## config.mk

```make
export PLATFORM = sky130hd
export DESIGN_NAME = bsearch_rr_scheduler
export DESIGN_NICKNAME = d
export VERILOG_FILES = /design/src/rtl/bsr_pkg.sv /design/src/rtl/bsr_rr_pick.sv /design/src/rtl/bsearch_rr_scheduler.sv
export SDC_FILE = /design/constraint.sdc
export NUM_CORES = 1
export LEC_CHECK = 0
export CAP_MARGIN = 20
export CORE_ASPECT_RATIO = 0.9
export CORE_MARGIN = 4
export CORE_UTILIZATION = 46
export CTS_BUF_LIST = sky130_fd_sc_hd__clkbuf_2 sky130_fd_sc_hd__clkbuf_4 sky130_fd_sc_hd__clkbuf_8
export DETAILED_ROUTE_END_ITERATION = 6
export PLACE_DENSITY = 0.86
export SETUP_SLACK_MARGIN = 0.3
export SLEW_MARGIN = 20
export SYNTH_ARGS = -nofsm -noshare
export SYNTH_HDL_FRONTEND = slang
export SYNTH_HIERARCHICAL = 1
export SYNTH_SLANG_ARGS = --single-unit
```

## constraint.sdc

```tcl
create_clock -name clk -period 3.9 [get_ports clk]
set_input_delay 0.78 -clock clk [delete_from_list [all_inputs] [get_ports clk]]
set_output_delay 0.78 -clock clk [all_outputs]
set_load 0.01 [all_outputs]
```

## src/rtl/bsr_pkg.sv

```systemverilog
// Shared types and sizing helpers for the round-robin binary-search scheduler.
// Optional watchdog is enabled by defining BSR_TIMEOUT_EN.
package bsr_pkg;

  typedef enum logic [1:0] {
    S_ARB     = 2'd0,
    S_LAUNCH  = 2'd1,
    S_RELEASE = 2'd2,
    S_RESP    = 2'd3
  } bsr_state_e;

  localparam int unsigned BSR_NUM_REQ     = 4;
  localparam int unsigned BSR_DATA_W      = 8;
  localparam int unsigned BSR_ADDR_W      = 5;
  localparam int unsigned BSR_TIMEOUT_CYC = 128;

  // Width of a requester index; never below one bit.
  function automatic int unsigned bsr_id_w(input int unsigned n);
    return (n <= 2) ? 1 : $clog2(n);
  endfunction

endpackage

```

## src/rtl/bsr_rr_pick.sv

```systemverilog
// Combinational rotate-priority picker: first set request at or above ptr, wrapping.
module bsr_rr_pick
  import bsr_pkg::*;
#(
  parameter int unsigned NUM_REQ = BSR_NUM_REQ,
  parameter int unsigned ID_W    = bsr_id_w(BSR_NUM_REQ)
) (
  input  logic [NUM_REQ-1:0] req,
  input  logic [ID_W-1:0]    ptr,
  output logic [NUM_REQ-1:0] onehot,
  output logic [ID_W-1:0]    idx,
  output logic               any
);

  logic [ID_W-1:0] sel;

  // Scan from ptr upward, taking the first asserted request.
  always_comb begin
    onehot = '0;
    idx    = '0;
    any    = 1'b0;
    sel    = '0;
    for (int unsigned k = 0; k < NUM_REQ; k++) begin
      sel = ID_W'((32'(ptr) + k) % NUM_REQ);
      if (!any && req[sel]) begin
        onehot[sel] = 1'b1;
        idx         = sel;
        any         = 1'b1;
      end
    end
  end

endmodule

```

## src/rtl/bsearch_rr_scheduler.sv

```systemverilog
// Round-robin scheduler sharing one binary-search engine among NUM_REQ clients.
// Define BSR_TIMEOUT_EN to enable the LAUNCH watchdog (rsp_err on expiry).
module bsearch_rr_scheduler
  import bsr_pkg::*;
#(
  parameter int unsigned NUM_REQ     = BSR_NUM_REQ,
  parameter int unsigned DATA_W      = BSR_DATA_W,
  parameter int unsigned ADDR_W      = BSR_ADDR_W,
  parameter int unsigned TIMEOUT_CYC = BSR_TIMEOUT_CYC
) (
  input  logic                      clk,
  input  logic                      reset_n,
  input  logic [NUM_REQ-1:0]        req,
  input  logic [NUM_REQ*DATA_W-1:0] req_target,
  output logic [NUM_REQ-1:0]        gnt,
  output logic                      rsp_valid,
  output logic [bsr_id_w(NUM_REQ)-1:0] rsp_id,
  output logic                      rsp_found,
  output logic [ADDR_W-1:0]         rsp_addr,
  output logic                      rsp_err,
  output logic                      busy,
  output logic                      eng_start,
  output logic [DATA_W-1:0]         eng_A,
  output logic                      eng_clr,
  input  logic                      eng_done,
  input  logic                      eng_found,
  input  logic [ADDR_W-1:0]         eng_addr
);

  localparam int unsigned ID_W = bsr_id_w(NUM_REQ);

  if (NUM_REQ < 2 || NUM_REQ > 8 || TIMEOUT_CYC < 2) begin : g_bad_cfg
    $error("bsearch_rr_scheduler: unsupported parameter set");
  end

  bsr_state_e state_q, state_d;

  logic [ID_W-1:0]    ptr_q, ptr_d;
  logic [NUM_REQ-1:0] gnt_d;
  logic               rsp_valid_d;
  logic [ID_W-1:0]    id_d;
  logic               found_d;
  logic [ADDR_W-1:0]  addr_d;
  logic               busy_d;
  logic               start_d;
  logic [DATA_W-1:0]  eng_a_d;
  logic               clr_d;
  logic               clr_pend_q;

  logic [NUM_REQ-1:0] pick_onehot;
  logic [ID_W-1:0]    pick_idx;
  logic               pick_any;
  logic [DATA_W-1:0]  tgt_arr [NUM_REQ];

  // Unpack per-requester targets.
  for (genvar g = 0; g < NUM_REQ; g++) begin : g_tgt
    assign tgt_arr[g] = req_target[g*DATA_W +: DATA_W];
  end

  bsr_rr_pick #(
    .NUM_REQ (NUM_REQ),
    .ID_W    (ID_W)
  ) u_pick (
    .req    (req),
    .ptr    (ptr_q),
    .onehot (pick_onehot),
    .idx    (pick_idx),
    .any    (pick_any)
  );

`ifdef BSR_TIMEOUT_EN
  localparam int unsigned TO_W = $clog2(TIMEOUT_CYC + 1);
  logic [TO_W-1:0] cnt_q, cnt_d;
  logic            err_q, err_d;
  assign rsp_err = err_q;
`else
  assign rsp_err = 1'b0;
`endif

  // Next-state and next-output decode; all outputs are registered from these.
  always_comb begin
    state_d     = state_q;
    ptr_d       = ptr_q;
    gnt_d       = gnt;
    rsp_valid_d = 1'b0;
    id_d        = rsp_id;
    found_d     = rsp_found;
    addr_d      = rsp_addr;
    busy_d      = 1'b1;
    start_d     = 1'b0;
    eng_a_d     = eng_A;
    clr_d       = 1'b0;
`ifdef BSR_TIMEOUT_EN
    cnt_d       = cnt_q;
    err_d       = err_q;
`endif
    unique case (state_q)
      S_ARB: begin
        busy_d = 1'b0;
        gnt_d  = '0;
        if (pick_any) begin
          state_d = S_LAUNCH;
          gnt_d   = pick_onehot;
          id_d    = pick_idx;
          eng_a_d = tgt_arr[pick_idx];
          ptr_d   = (pick_idx == ID_W'(NUM_REQ - 1)) ? '0 : pick_idx + ID_W'(1);
          found_d = 1'b0;
          addr_d  = '0;
          busy_d  = 1'b1;
          start_d = 1'b1;
`ifdef BSR_TIMEOUT_EN
          cnt_d   = '0;
          err_d   = 1'b0;
`endif
        end
      end
      S_LAUNCH: begin
        start_d = 1'b1;
        if (eng_done) begin
          state_d = S_RELEASE;
          start_d = 1'b0;
          found_d = eng_found;
          addr_d  = eng_addr;
        end
`ifdef BSR_TIMEOUT_EN
        else if (cnt_q == TO_W'(TIMEOUT_CYC - 1)) begin
          state_d     = S_RESP;
          start_d     = 1'b0;
          clr_d       = 1'b1;
          rsp_valid_d = 1'b1;
          found_d     = 1'b0;
          addr_d      = '0;
          err_d       = 1'b1;
        end else begin
          cnt_d = cnt_q + TO_W'(1);
        end
`endif
      end
      S_RELEASE: begin
        if (!eng_done) begin
          state_d     = S_RESP;
          rsp_valid_d = 1'b1;
        end
      end
      S_RESP: begin
        state_d = S_ARB;
        gnt_d   = '0;
        busy_d  = 1'b0;
      end
      default: begin
        state_d = S_ARB;
        gnt_d   = '0;
        busy_d  = 1'b0;
      end
    endcase
  end

  // State, pointer and registered output update.
  always_ff @(posedge clk or negedge reset_n) begin
    if (!reset_n) begin
      state_q    <= S_ARB;
      ptr_q      <= '0;
      gnt        <= '0;
      rsp_valid  <= 1'b0;
      rsp_id     <= '0;
      rsp_found  <= 1'b0;
      rsp_addr   <= '0;
      busy       <= 1'b0;
      eng_start  <= 1'b0;
      eng_A      <= '0;
      eng_clr    <= 1'b0;
      clr_pend_q <= 1'b1;
    end else begin
      state_q    <= state_d;
      ptr_q      <= ptr_d;
      gnt        <= gnt_d;
      rsp_valid  <= rsp_valid_d;
      rsp_id     <= id_d;
      rsp_found  <= found_d;
      rsp_addr   <= addr_d;
      busy       <= busy_d;
      eng_start  <= start_d;
      eng_A      <= eng_a_d;
      eng_clr    <= clr_d | clr_pend_q;
      clr_pend_q <= 1'b0;
    end
  end

`ifdef BSR_TIMEOUT_EN
  // Watchdog counter and error flag.
  always_ff @(posedge clk or negedge reset_n) begin
    if (!reset_n) begin
      cnt_q <= '0;
      err_q <= 1'b0;
    end else begin
      cnt_q <= cnt_d;
      err_q <= err_d;
    end
  end
`endif

endmodule

```

# After elaboration in Yosys (flattened, before gate mapping)
# Cells that the tools add are included.
[totals]
elab_cells = 101
register_bits = 29
output_inout_bits = 25
in_bits = 45
[classes]
n_addsub = 4
n_reduce_logical = 16
muxes = 49
eq_ne = 7
bitwise = 4
n_lt_le_gt_ge = 9
[ops]
columns = ["cell", "n"]
rows = [
  ["4-bit 2-to-1 mux", 5],
  ["1-bit 2-to-1 mux", 17],
  ["8-bit binary-select mux with 2-bit select", 1],
  ["2-bit 2-to-1 mux", 8],
  ["8-bit 2-to-1 mux", 2],
  ["2-bit by 3-bit < comparator with 1-bit output (second input constant)", 4],
  ["4-bit bitwise OR", 3],
  ["5-bit 2-to-1 mux", 2],
  ["5-bit case mux with 2 select lines", 1],
  ["1-bit binary-select mux with 2-bit select", 4],
  ["1-bit demux with 2-bit select", 4],
  ["2-bit by 1-bit >= comparator with 1-bit output (second input constant)", 4],
  ["2-bit case mux with 4 select lines", 1],
  ["4-bit case mux with 2 select lines", 1],
  ["1-bit logical AND", 7],
  ["2-bit == test (second input constant)", 3],
  ["2-bit != test (second input constant)", 3],
  ["1-bit case mux with 2 select lines", 3],
  ["3-bit AND reduction", 2],
  ["2-bit by 1-bit adder with 2-bit output (second input constant)", 2],
  ["2-bit adder (second input constant)", 2],
  ["2-bit nonzero test", 2],
  ["3-bit >= comparator (second input constant)", 1],
  ["1-bit zero test", 3],
  ["4 further kinds", 4],
]

# Depth between registers and ports, before layout
[logic_depth]
depth_word = 16
ltp_mapped = 12
depth_no_buf = 8

# By module
# The synthesis kept the hierarchy.
[modules_own_cells]
columns = ["mod", "seq_area_each_um2", "cells_per_inst", "area_each_um2", "instances"]
rows = [
  ["bsearch_rr_scheduler", 726.9, 129, 1501.4, 1],
  ["bsr_rr_pick", 0.0, 45, 421.7, 1],
]

# Least setup slack after synthesis
# Ideal clock, no wire load.
[synth_path]
path_kind = "reg-to-reg"
start = "reg ptr_q[0]"
end = "reg eng_A[0]"
path_buffers = 4
path_stages_with_launch = 13
required_time_ps = 3767
slack_ps = 1110
t_arrival_ps = 2657
path_cell_list = "dfrtp_1 -> buf_6 -> inv_1 -> ha_1 -> mux4_2 -> buf_6 -> nor4b_4 -> nor2_1 -> a32o_1 -> buf_4 -> buf_4 -> mux2i_1 -> o221ai_2"
[synth_via]
elab_chain_len = 16
elab_cells_between_ends = 30
classes_between = "add/sub: 3; mux: 19; bitwise: 1; reduce/logical: 7"
[synth_lines]
columns = ["element", "line_no", "source"]
rows = [
  ["start, declared", "bsearch_rr_scheduler.sv:38", "logic [ID_W-1:0] ptr_q, ptr_d;"],
  ["start signal, assigned", "bsearch_rr_scheduler.sv:175", "ptr_q <= ptr_d;"],
  ["parallel branches: the longest is 11 deep, another holds 2-bit by 1-bit adder with 2-bit output", "--", ""],
  ["2-bit 2-to-1 mux (*)", "bsr_rr_pick.sv:25", "if (!any && req[sel]) begin"],
  ["named net pick_idx[1]", "bsearch_rr_scheduler.sv:51", "logic [ID_W-1:0] pick_idx;"],
  ["2-bit inverter with 3-bit output (implied by the code) (*)", "bsearch_rr_scheduler.sv:105", "eng_a_d = tgt_arr[pick_idx];"],
  ["8-bit binary-select mux with 2-bit select (*)", "bsearch_rr_scheduler.sv:105", ""],
  ["8-bit 2-to-1 mux (implied by the code) (*) (2 in a row)", "bsearch_rr_scheduler.sv:105", ""],
  ["end signal, assigned", "bsearch_rr_scheduler.sv:183", "eng_A <= eng_a_d;"],
  ["end, declared", "bsearch_rr_scheduler.sv:23", "output logic [DATA_W-1:0] eng_A,"],
]
# Mark *: on every way through the listed nets, which the timed path passes. The select of a mux whose other input is x is not followed.
# A chain may end at the register's enable or synchronous reset.

# Worst setup path after layout
[layout_path]
start = "in req[2]"
end = "reg eng_A[0]"
[layout_via]
elab_chain_len = 16
elab_cells_between_ends = 27
classes_between = "mux: 19; bitwise: 1; reduce/logical: 7"
[layout_lines]
columns = ["element", "line_no", "source"]
rows = [
  ["start, declared", "bsearch_rr_scheduler.sv:13", "input logic [NUM_REQ-1:0] req,"],
  ["1-bit binary-select mux with 2-bit select", "bsr_rr_pick.sv:25", ""],
  ["1-bit 2-to-1 mux (implied by the code)", "bsr_rr_pick.sv:25", ""],
  ["1-bit 2-to-1 mux", "bsr_rr_pick.sv:25", ""],
  ["1-bit zero test", "bsr_rr_pick.sv:25", ""],
  ["1-bit logical AND", "bsr_rr_pick.sv:25", ""],
  ["1-bit 2-to-1 mux", "bsr_rr_pick.sv:25", ""],
  ["1-bit zero test", "bsr_rr_pick.sv:25", ""],
  ["1-bit logical AND", "bsr_rr_pick.sv:25", ""],
  ["1-bit 2-to-1 mux", "bsr_rr_pick.sv:25", ""],
  ["1-bit zero test", "bsr_rr_pick.sv:25", ""],
  ["1-bit logical AND", "bsr_rr_pick.sv:25", ""],
  ["2-bit 2-to-1 mux (*)", "bsr_rr_pick.sv:25", ""],
  ["named net pick_idx[0]", "bsearch_rr_scheduler.sv:51", ""],
  ["2-bit inverter with 3-bit output (implied by the code) (*)", "bsearch_rr_scheduler.sv:105", ""],
  ["8-bit binary-select mux with 2-bit select (*)", "bsearch_rr_scheduler.sv:105", ""],
  ["8-bit 2-to-1 mux (implied by the code) (*) (2 in a row)", "bsearch_rr_scheduler.sv:105", ""],
]
# Mark *: on every way through the listed nets, which the timed path passes. The rest lies on a longest branch. The select of a mux whose other input is x is not followed.

==> summary.md <==
| Metric | Value |
|---|---|
| Final worst path period share | 80.86% |
| Fillers | 317 |
| Avg WL per Cell | 15.54 um |
| Global-route wire length before repair | 7.810 mm |
| Total Neg Setup Slack | 0 ps |
| Nets@finish | 300 |
| Core region area | 4046 um^2 |
| #FFs+latches synth | 29 |
| Syn Inst Count | 174 |
| Pwr Total | 2.251 mW |
| Root Buffer | clkbuf_8 |
| Congestion Overflow GR | 0 |
| CTS Hold Bufs | 0 |
| Count leader, synth | dfrtp_1 |
| Number of flops mapped to enable cells by yosys | 0 |
| Status | complete, no violations |
| Post-synthesis sequential area ratio | 37.80% |
| Pre-Repair DR Iteration Count | 4 |
| Gpl congestion | 0.8197 |
| Post-Syn Area | 1923 um^2 |
| Element type at the critical path start | input port |
| Hold Crit Class | reg -> reg |
| Via count | 1586 |
| Layout cells sized above 1 | 13.47% |
| Setup Crit Path Kind | in -> reg |
| CTS clk-pin slew, worst paths | 60 ps |
| IO Pins | 70 |
| CTS Sinks | 29 |
| Total power per unit cell area | 827.5 nW/um^2 |
| Slew Viols, Final | 0 |
| Post-CTS Resized | 0 |
| Port buffer count | 68 |
| Slew headroom | 58.82% |
| Die height | 69.34 um |
| Num rows | 22 |
| Crit. End Element | register |
| RR Startpoint | ptr_q[1] |
| Final Worst Setup Slack | 746.6 ps |
| Library cells used by synthesis | 39 |
| Clk buf depth | 2 |
| TritonCTS clock tree | built |
| Final Core Density | 67.22% |
| Fraction of registers with async set/reset | 100.0% |
| Hold slack | 386.3 ps |
| Post-place setup slack | 488.2 ps |
| Die area | 5281 um^2 |
| Worst Setup SP | req[2] |
| Skew final | 3.425 ps |
| Ranking of synthesized cells by area | dfrtp_1 36%, mux2i_1 12%, ha_1 7.2% |
| Worst Max-Slew Pin Slew | 612.4 ps |
| Required time of the critical path | 4090 ps |
| ANT cells | 0 |
| Syn avg cell area | 11.05 um^2 |
| Synth top area share | 36.43% |
| Synth warn | 6 |
| DR iter-0 viols | 157 |
| CTS H-tree depth | 2 |
| Final hold vios | 0 |
| Post-synth top flop | dfrtp_1 |
| Initial core utilization | 47.53% |
| Post-CTS setup buffers | 0 |
| Initial antenna violation count | 0 |
| Leak | 1.166 nW |
| Die width | 76.16 um |
| Area Growth Syn to Fin | 41.44% |
| Vias per cell | 5.413 |
| VDD IR-drop max | 0.0003893 V |
| Routed Antenna Nets | 0 |
| Pin count of the biggest net entering global routing | 30 |
| Worst Path Max Fanout | 9 |
| Yosys top cell by area | dfrtp_1 |
| Setup-failing EPs final | 0 |
| Max-Cap Viols | 0 |
| DRC viols | 0 |
| Fmax | 317.1 MHz |
| Top cells by count, synth | 28 x dfrtp_1, 26 x nand2_1, 24 x mux2i_1 |
| Vias in the first global route | 1557 |
| Total track usage | 18.13% |
| Final HPWL DP | 3.429 mm |
| Clock Latency Late Sink | 280 ps |
| Worst Path Arrival | 3350 ps |
| Min-delay src | clr_pend_q |
| Drt total wl | 4.552 mm |
| Period minus WS final | 3153 ps |
| Total CTS buffers | 5 |
| RSZ-0062 raised after global routing | no |
-- registers in the layout (all words and copies together), names as in the netlist --
| register | flops |
|---|---|
| busy | 1 |
| clr_pend_q | 1 |
| eng_A | 8 |
| eng_clr | 1 |
| eng_start | 1 |
| gnt | 4 |
| ptr_q | 2 |
| rsp_addr | 5 |
| rsp_found | 1 |
| rsp_id | 2 |
| rsp_valid | 1 |
| state_q | 2 |
-- area by class of cell --
cell class	instances	area, um^2	share of cell area [%]
well taps	48	60.06	2.208
flip-flops and latches	29	726.9	26.72
inverters	12	45.04	1.656
clock buffers	7	96.34	3.542
repair buffers	72	710.7	26.13
multi-input cells	124	1076	39.56
clock inverters	1	5.005	0.1840
-- final timing paths --
path	slack (ps)	cells after the start	to
setup reg to reg	910	9	eng_A[7]
setup / recovery	750	7	eng_A[0]
min in group asynchronous	870	2	eng_A[0]
hold reg to reg	390	0	eng_clr
max in group asynchronous	2720	2	clr_pend_q
hold / removal	390	0	eng_clr
-- logic make-up (layout without fill, tap and decap cells) --
group | count (synthesis) | in the layout | share of synthesized area [%]
flops | 29 | 29 | 37.80
fa+ha+maj | 11 | 11 | 7.157
other cells | 1 | 2 | 0.1950
compound gates | 36 | 36 | 16.85
mux | 32 | 32 | 19.91
buf+inv | 22 | 92 | 6.441
simple gates | 43 | 43 | 11.65
-- layer usage --
| layer | GRT usage [%] | share of wire (%) |
|---|---|---|
| met1 | 25.91 | 47 |
| met2 | 26.43 | 44 |
| met3 | 6.364 | 7.9 |
| met4 | 4.078 | 0.97 |
| met5 | 0 | 0 |
-- where the power goes --
group	internal, mW	leakage, nW	switching, mW
sequential	0.420	0.365	0.0751
combinational	0.715	0.747	0.769
clock	0.159	0.0542	0.113
total	1.29	1.17	0.957
-- critical path, cell delays in order --
cell and delay [ps]:
clkdlybuf4s50_1 490, mux4_1 640, nor2b_1 150, nor2_1 50, o31ai_1 520, nand3_2 410, o221ai_2 300
-- layout by cell type, fill, tap and decap left out, types with 4 or more instances in the layout --
| cell type | count |
|---|---|
| mux2i_1 | 24 |
| ha_1 | 11 |
| clkdlybuf4s50_1 | 68 |
| o21ai_0 | 10 |
| a22oi_1 | 8 |
| clkbuf_8 | 7 |
| nand2_1 | 26 |
| dfrtp_1 | 28 |
| buf_4 | 4 |
| o221ai_2 | 8 |
| inv_1 | 12 |
-- per-stage QoR --
step / std cells / cell area [um^2]
2_1_floorplan: 175 / 1927
3_3_place_gp: 285 / 2619
3_5_place_dp: 285 / 2619
4_1_cts: 293 / 2720
5_1_grt: 293 / 2720
6_report: 293 / 2720
Note: power is estimated with default switching activity, not from simulation.
